--- src/rtl/calculator_pkg.sv ---
// Shared sizing constants for the calculator datapath and its result memories.
package calculator_pkg;
   localparam int ADDR_W        = 9;
   localparam int MEM_WORD_SIZE = 64;
endpackage

--- src/rtl/result_streamer_if.sv ---
// Signal bundle between result_streamer, its control master, the result SRAM
// port 1 and the downstream word consumer.
interface result_streamer_if;
   import calculator_pkg::*;

   logic                        start_i;
   logic [ADDR_W-1:0]           start_addr_i;
   logic [ADDR_W-1:0]           end_addr_i;
   logic                        csb_o;
   logic [ADDR_W-1:0]           r_addr_o;
   logic [MEM_WORD_SIZE-33:0]   r_data_a_i;
   logic [31:0]                 r_data_b_i;
   logic                        m_valid_o;
   logic                        m_ready_i;
   logic [MEM_WORD_SIZE-1:0]    m_data_o;
   logic                        m_last_o;
   logic                        busy_o;
   logic                        done_o;
   logic                        err_o;

   modport slave (
      input  start_i, start_addr_i, end_addr_i, r_data_a_i, r_data_b_i, m_ready_i,
      output csb_o, r_addr_o, m_valid_o, m_data_o, m_last_o, busy_o, done_o, err_o
   );

   modport master (
      output start_i, start_addr_i, end_addr_i, r_data_a_i, r_data_b_i, m_ready_i,
      input  csb_o, r_addr_o, m_valid_o, m_data_o, m_last_o, busy_o, done_o, err_o
   );
endinterface

--- src/rtl/result_streamer.sv ---
// Drains an inclusive address range of the split result SRAMs into a
// valid/ready word stream through a 2-entry FIFO, one word per cycle when unstalled.
module result_streamer
   import calculator_pkg::*;
(
   input  logic             clk_i,
   input  logic             rst_i,
   result_streamer_if.slave bus
);

   typedef enum logic [1:0] {
      IDLE  = 2'd0,
      READ  = 2'd1,
      DRAIN = 2'd2,
      DONE  = 2'd3
   } state_t;

   state_t                   state_r;
   state_t                   state_s;
   logic [ADDR_W:0]          ptr_r;
   logic [ADDR_W:0]          end_r;
   logic [ADDR_W-1:0]        addr_hold_r;
   logic                     rd_valid_r;
   logic                     rd_last_r;
   logic                     err_r;
   logic [MEM_WORD_SIZE:0]   fifo_r [2];
   logic                     rd_idx_r;
   logic                     wr_idx_r;
   logic [1:0]               count_r;

   logic                     start_ok_s;
   logic                     accept_s;
   logic                     valid_s;
   logic                     pop_s;
   logic                     head_last_s;
   logic [1:0]               pending_s;
   logic                     issue_s;
   logic                     last_issue_s;

   // Handshake, credit and read-issue decisions for the current cycle.
   always_comb begin
      start_ok_s   = (bus.end_addr_i >= bus.start_addr_i);
      accept_s     = (state_r == IDLE) && bus.start_i;
      valid_s      = (count_r != 2'd0);
      pop_s        = valid_s && bus.m_ready_i;
      head_last_s  = fifo_r[rd_idx_r][MEM_WORD_SIZE];
      // Slots committed once this cycle's transfer frees one; a read is only
      // issued when its data is guaranteed a slot on return.
      pending_s    = count_r + {1'b0, rd_valid_r} - {1'b0, pop_s};
      issue_s      = (state_r == READ) && (pending_s < 2'd2);
      last_issue_s = issue_s && (ptr_r == end_r);
   end

   // Next-state logic for the drain sequence.
   always_comb begin
      state_s = state_r;
      case (state_r)
         IDLE: begin
            if (bus.start_i) begin
               state_s = start_ok_s ? READ : DONE;
            end else begin
               state_s = IDLE;
            end
         end
         READ: begin
            if (last_issue_s) begin
               state_s = DRAIN;
            end else begin
               state_s = READ;
            end
         end
         DRAIN: begin
            if (pop_s && head_last_s) begin
               state_s = DONE;
            end else begin
               state_s = DRAIN;
            end
         end
         DONE:    state_s = IDLE;
         default: state_s = IDLE;
      endcase
   end

   // State register.
   always_ff @(posedge clk_i or posedge rst_i) begin
      if (rst_i) begin
         state_r <= IDLE;
      end else begin
         state_r <= state_s;
      end
   end

   // Range capture, read pointer, in-flight tracking and error flag.
   always_ff @(posedge clk_i or posedge rst_i) begin
      if (rst_i) begin
         ptr_r       <= '0;
         end_r       <= '0;
         addr_hold_r <= '0;
         rd_valid_r  <= 1'b0;
         rd_last_r   <= 1'b0;
         err_r       <= 1'b0;
      end else begin
         rd_valid_r <= issue_s;
         rd_last_r  <= last_issue_s;
         if (accept_s) begin
            ptr_r <= {1'b0, bus.start_addr_i};
            end_r <= {1'b0, bus.end_addr_i};
            err_r <= ~start_ok_s;
         end else if (issue_s) begin
            // Extra pointer bit lets the top address finish without wrapping to 0.
            ptr_r       <= ptr_r + {{ADDR_W{1'b0}}, 1'b1};
            addr_hold_r <= ptr_r[ADDR_W-1:0];
         end
      end
   end

   // Output FIFO: captures SRAM data exactly one cycle after its read was issued.
   always_ff @(posedge clk_i or posedge rst_i) begin
      if (rst_i) begin
         fifo_r[0] <= '0;
         fifo_r[1] <= '0;
         rd_idx_r  <= 1'b0;
         wr_idx_r  <= 1'b0;
         count_r   <= 2'd0;
      end else begin
         if (rd_valid_r) begin
            fifo_r[wr_idx_r] <= {rd_last_r, bus.r_data_a_i, bus.r_data_b_i};
            wr_idx_r         <= ~wr_idx_r;
         end
         if (pop_s) begin
            rd_idx_r <= ~rd_idx_r;
         end
         count_r <= count_r + {1'b0, rd_valid_r} - {1'b0, pop_s};
      end
   end

   assign bus.csb_o     = ~issue_s;
   assign bus.r_addr_o  = issue_s ? ptr_r[ADDR_W-1:0] : addr_hold_r;
   assign bus.m_valid_o = valid_s;
   assign bus.m_data_o  = fifo_r[rd_idx_r][MEM_WORD_SIZE-1:0];
   assign bus.m_last_o  = head_last_s;
   assign bus.busy_o    = (state_r == READ) || (state_r == DRAIN);
   assign bus.done_o    = (state_r == DONE);
   assign bus.err_o     = err_r;

endmodule

--- src/flat_wrapper.sv ---
// flat-port wrapper written by rule: the top's interface ports become plain ports
module result_streamer_flat import calculator_pkg::*;
  (clk_i, rst_i, bus_start_i, bus_start_addr_i, bus_end_addr_i, bus_r_data_a_i, bus_r_data_b_i, bus_m_ready_i, bus_csb_o, bus_r_addr_o, bus_m_valid_o, bus_m_data_o, bus_m_last_o, bus_busy_o, bus_done_o, bus_err_o);
  result_streamer_if bus_i ();
  input  logic clk_i;
  input  logic rst_i;
  input wire logic [$bits(bus_i.start_i)-1:0] bus_start_i;
  input wire logic [$bits(bus_i.start_addr_i)-1:0] bus_start_addr_i;
  input wire logic [$bits(bus_i.end_addr_i)-1:0] bus_end_addr_i;
  input wire logic [$bits(bus_i.r_data_a_i)-1:0] bus_r_data_a_i;
  input wire logic [$bits(bus_i.r_data_b_i)-1:0] bus_r_data_b_i;
  input wire logic [$bits(bus_i.m_ready_i)-1:0] bus_m_ready_i;
  output wire logic [$bits(bus_i.csb_o)-1:0] bus_csb_o;
  output wire logic [$bits(bus_i.r_addr_o)-1:0] bus_r_addr_o;
  output wire logic [$bits(bus_i.m_valid_o)-1:0] bus_m_valid_o;
  output wire logic [$bits(bus_i.m_data_o)-1:0] bus_m_data_o;
  output wire logic [$bits(bus_i.m_last_o)-1:0] bus_m_last_o;
  output wire logic [$bits(bus_i.busy_o)-1:0] bus_busy_o;
  output wire logic [$bits(bus_i.done_o)-1:0] bus_done_o;
  output wire logic [$bits(bus_i.err_o)-1:0] bus_err_o;
  assign bus_i.start_i = bus_start_i;
  assign bus_i.start_addr_i = bus_start_addr_i;
  assign bus_i.end_addr_i = bus_end_addr_i;
  assign bus_i.r_data_a_i = bus_r_data_a_i;
  assign bus_i.r_data_b_i = bus_r_data_b_i;
  assign bus_i.m_ready_i = bus_m_ready_i;
  assign bus_csb_o = bus_i.csb_o;
  assign bus_r_addr_o = bus_i.r_addr_o;
  assign bus_m_valid_o = bus_i.m_valid_o;
  assign bus_m_data_o = bus_i.m_data_o;
  assign bus_m_last_o = bus_i.m_last_o;
  assign bus_busy_o = bus_i.busy_o;
  assign bus_done_o = bus_i.done_o;
  assign bus_err_o = bus_i.err_o;
  result_streamer u_core (.clk_i(clk_i), .rst_i(rst_i), .bus(bus_i));
endmodule
--- config.mk ---
export PLATFORM = sky130hd
export DESIGN_NAME = result_streamer_flat
export DESIGN_NICKNAME = d
export VERILOG_FILES = /design/src/rtl/calculator_pkg.sv /design/src/rtl/result_streamer_if.sv /design/src/rtl/result_streamer.sv /design/src/flat_wrapper.sv
export SDC_FILE = /design/constraint.sdc
export NUM_CORES = 1
export LEC_CHECK = 0
export CAP_MARGIN = 20
export CORE_MARGIN = 4
export CORE_UTILIZATION = 46
export DETAILED_ROUTE_END_ITERATION = 16
export PLACE_DENSITY = 0.78
export SLEW_MARGIN = 15
export SYNTH_ARGS = -nofsm -noshare
export SYNTH_HDL_FRONTEND = slang
export SYNTH_SLANG_ARGS = --single-unit
--- constraint.sdc ---
create_clock -name clk_i -period 4.9 [get_ports clk_i]
set_clock_uncertainty 0.05 [all_clocks]
set_input_delay 0.49 -clock clk_i [delete_from_list [all_inputs] [get_ports clk_i]]
set_output_delay 0.49 -clock clk_i [all_outputs]
set_load 0.02 [all_outputs]
==> results.tsv <==
metric	value	unit
crit path capture type	primary output	
die width	137.0	um
Setup-failing EPs final	0	
pin count of the biggest net entering global routing	168	
I/O Buffers	164	
post-CTS setup buffers	0	
area share of the largest cell type after synthesis	0.5458	
Synth top cells by count	211 x mux2_2, 167 x dfrtp_1, 36 x nand2_1	
max incr delay on CP	0.61	ns
critical path launch point type	flop	
Layout area overhead	32.32	%
Yosys cell types	38	
Slew Limit Fails	0	
CP bufs+invs	3	
Max FO, Critical Path	15	
type of the most critical hold path	reg -> reg	
ys flop type	dfrtp_1	
fmax	259.2	MHz
top post-synthesis cells by area	dfrtp_1 55%, mux2_2 31%, ha_1 2.8%, xor2_1 2.1%, nand2_1 1.8%	
syn_area_per_cell	13.75	um2
syn_nets	660	
worst hold start	u_core.fifo_r[25]$_DFFE_PP0P_	
clk root buf	clkbuf_16	
Setup CP Type	reg -> out	
Worst Hold End	u_core.fifo_r[25]$_DFFE_PP0P_	
ant diodes	0	
CORE AREA	16120	um2
worst slew pin tran	1.050	ns
row cnt	46	
TritonCTS buffer count	17	
Pleak	4.275	nW
initial antenna violation count	0	
DRC Markers	0	
Clock Latency Late Sink	0.42	ns
Total GRT Usage	0.1878	
Clock H-tree levels	4	
gpl congestion	0.8264	
Vias/cell	5.193	
post-route ant nets	0	
Ys Warns	0	
share of cells above drive strength 1	0.3539	
RR Startpoint	u_core.count_r[1]$_DFF_PP0_	
FF-to-FF End	u_core.state_r[0]$_DFF_PP0_	
Required @ worst endpoint	4.36	ns
Yosys reg bits	167	
clk slew on worst S/H paths	0.06	ns
met2 usage	0.3262	
R2R cell count	11	
worst vdd ir	0.6033	mV
nets	819	
Crit path max-delay family	simple AND/OR/NAND/NOR gates	
die outline height	137.0	um
hpwl dp	11.80	mm
setup tns final	0	ns
Post-CTS Resized	0	
R2R Setup Slk	2.11	ns
critical path arrival	3.32	ns
Power Density	765.8	nW/um2
most frequent cell after synthesis	mux2_2	
Final Cycle Share	0.7874	
Die ar.	18770	um2
Post-synth EDFFs	0	
post-synthesis cell area	7657	um2
io pins	165	
WL per Instance	18.01	um
MaxCap Viol Count	0	
utilization after layout	0.6287	
initial core utilization	0.4752	
Yosys top cell by area	dfrtp_1	
Hold-fix buffers, CTS	0	
Slew headroom	0.3000	
unrepaired setup endpoints after global routing	false	
drt initial violations	154	
crit-path cells	or2_2 > and2_1 > ha_1 > inv_1 > ha_1 > xor3_2 > or2_4 > inv_6 > nand2_1 > nand2_1 > clkdlybuf4s50_1	
fraction of registers with async set/reset	1.000	
vias in the first global route	5569	
CTS tree	built	
Post-Synthesis Cells	557	
routing usage on met1	0.2278	
Most Used Layer, Global Route	met2	
post-synthesis sequential area ratio	0.5458	
worst hold slack	0.4511	ns
Final min period	3.858	ns
outcome	finished, final reports clean	
TritonRoute pass-1 iters	4	
WL final	17.02	mm
GRT overflow	0	
CP max stage cell	clkdlybuf4s50_1	
via count	4907	
routing usage on met3	0.05110	
CTS Sinks	167	
Max Root-Sink Buffers	2	
first-pass GRT wire length	27.80	mm
final hold violation count	0	
hold path depth	1	
[area by class of cell]
| type | instances | area [um2] |
|---|---|---|
| well taps | 216 | 270.3 |
| flip-flops and latches | 167 | 4180 |
| fillers | 1181 | 5983 |
| repair buffers | 169 | 1699 |
| multi-input cells | 344 | 3289 |
| clock inverters | 12 | 163.9 |
| inverters | 17 | 72.57 |
| clock buffers | 20 | 456.7 |
[through the flow]
stage          cells  setup slack (ns)  total power [mW]  instance area, um2
2_1_floorplan    557             1.841             4.888                7661
3_3_place_gp     912             1.330             6.258                9497
3_5_place_dp     912             1.278             6.393                9497
4_1_cts          944             1.015             7.826               10120
5_1_grt          945            0.8536             8.209               10130
6_report         945             1.042             7.760               10130
[sequential cells by signal, indices dropped and copies added, names as in the netlist, 2 cells and up]
signal	cells
u_core.state_r	2
u_core.addr_hold_r	9
u_core.fifo_r	130
u_core.ptr_r	10
u_core.end_r	9
u_core.count_r	2
[cells by family (layout without fill, tap and decap cells)]
| family | after synthesis | in the layout | synth area share |
|---|---|---|---|
| mux | 211 | 211 | 0.3103 |
| flops | 167 | 167 | 0.5458 |
| simple gates | 72 | 72 | 0.04575 |
| buf+inv | 46 | 218 | 0.02598 |
| compound gates | 23 | 23 | 0.01830 |
| xor+xnor | 21 | 21 | 0.02614 |
| fa+ha+maj | 17 | 17 | 0.02778 |
[power by group]
part | total (mW) | internal [mW] | switching [mW] | leakage (nW)
Clock | 1.39 | 0.837 | 0.557 | 0.290
Sequential | 2.57 | 2.08 | 0.493 | 1.95
Combinational | 3.79 | 2.10 | 1.69 | 2.03
Total | 7.76 | 5.02 | 2.74 | 4.28
[cells in the final DEF, fill, tap and decap left out, types with 3 or more instances in the layout]
master	instances
nand4_1	4
dfrtp_1	166
bufinv_16	3
a21o_1	3
clkinvlp_4	5
nor2_1	11
clkbuf_16	17
o21ai_0	3
inv_6	5
clkdlybuf4s50_1	164
inv_1	15
xor2_1	18
and3_1	3
ha_1	17
nand2_1	35
mux2_2	211
nand3_1	3
a21oi_1	10
buf_4	3
[worst max path at each step]
stage / start / end / slack [ns] / cells after the start
after floorplan: u_core.count_r[1]$_DFF_PP0_ / bus_r_addr_o[3] / 1.84 / 9
after global placement: bus_m_ready_i / bus_r_addr_o[5] / 1.33 / 11
after detailed placement: bus_m_ready_i / bus_r_addr_o[0] / 1.28 / 11
after CTS: u_core.count_r[1]$_DFF_PP0_ / bus_r_addr_o[0] / 1.01 / 11
after global routing: u_core.count_r[1]$_DFF_PP0_ / bus_r_addr_o[5] / 0.85 / 11
final: u_core.count_r[1]$_DFF_PP0_ / bus_r_addr_o[5] / 1.04 / 11
[layer usage]
| metal | part of all wire | up-vias |
|---|---|---|
| li1 | - | 2268 |
| met1 | 0.42 | 2473 |
| met2 | 0.51 | 142 |
| met3 | 0.059 | 24 |
| met4 | 0.016 | 0 |
| met5 | 0 | - |
No activity file was read; power rests on OpenSTA's default activity.
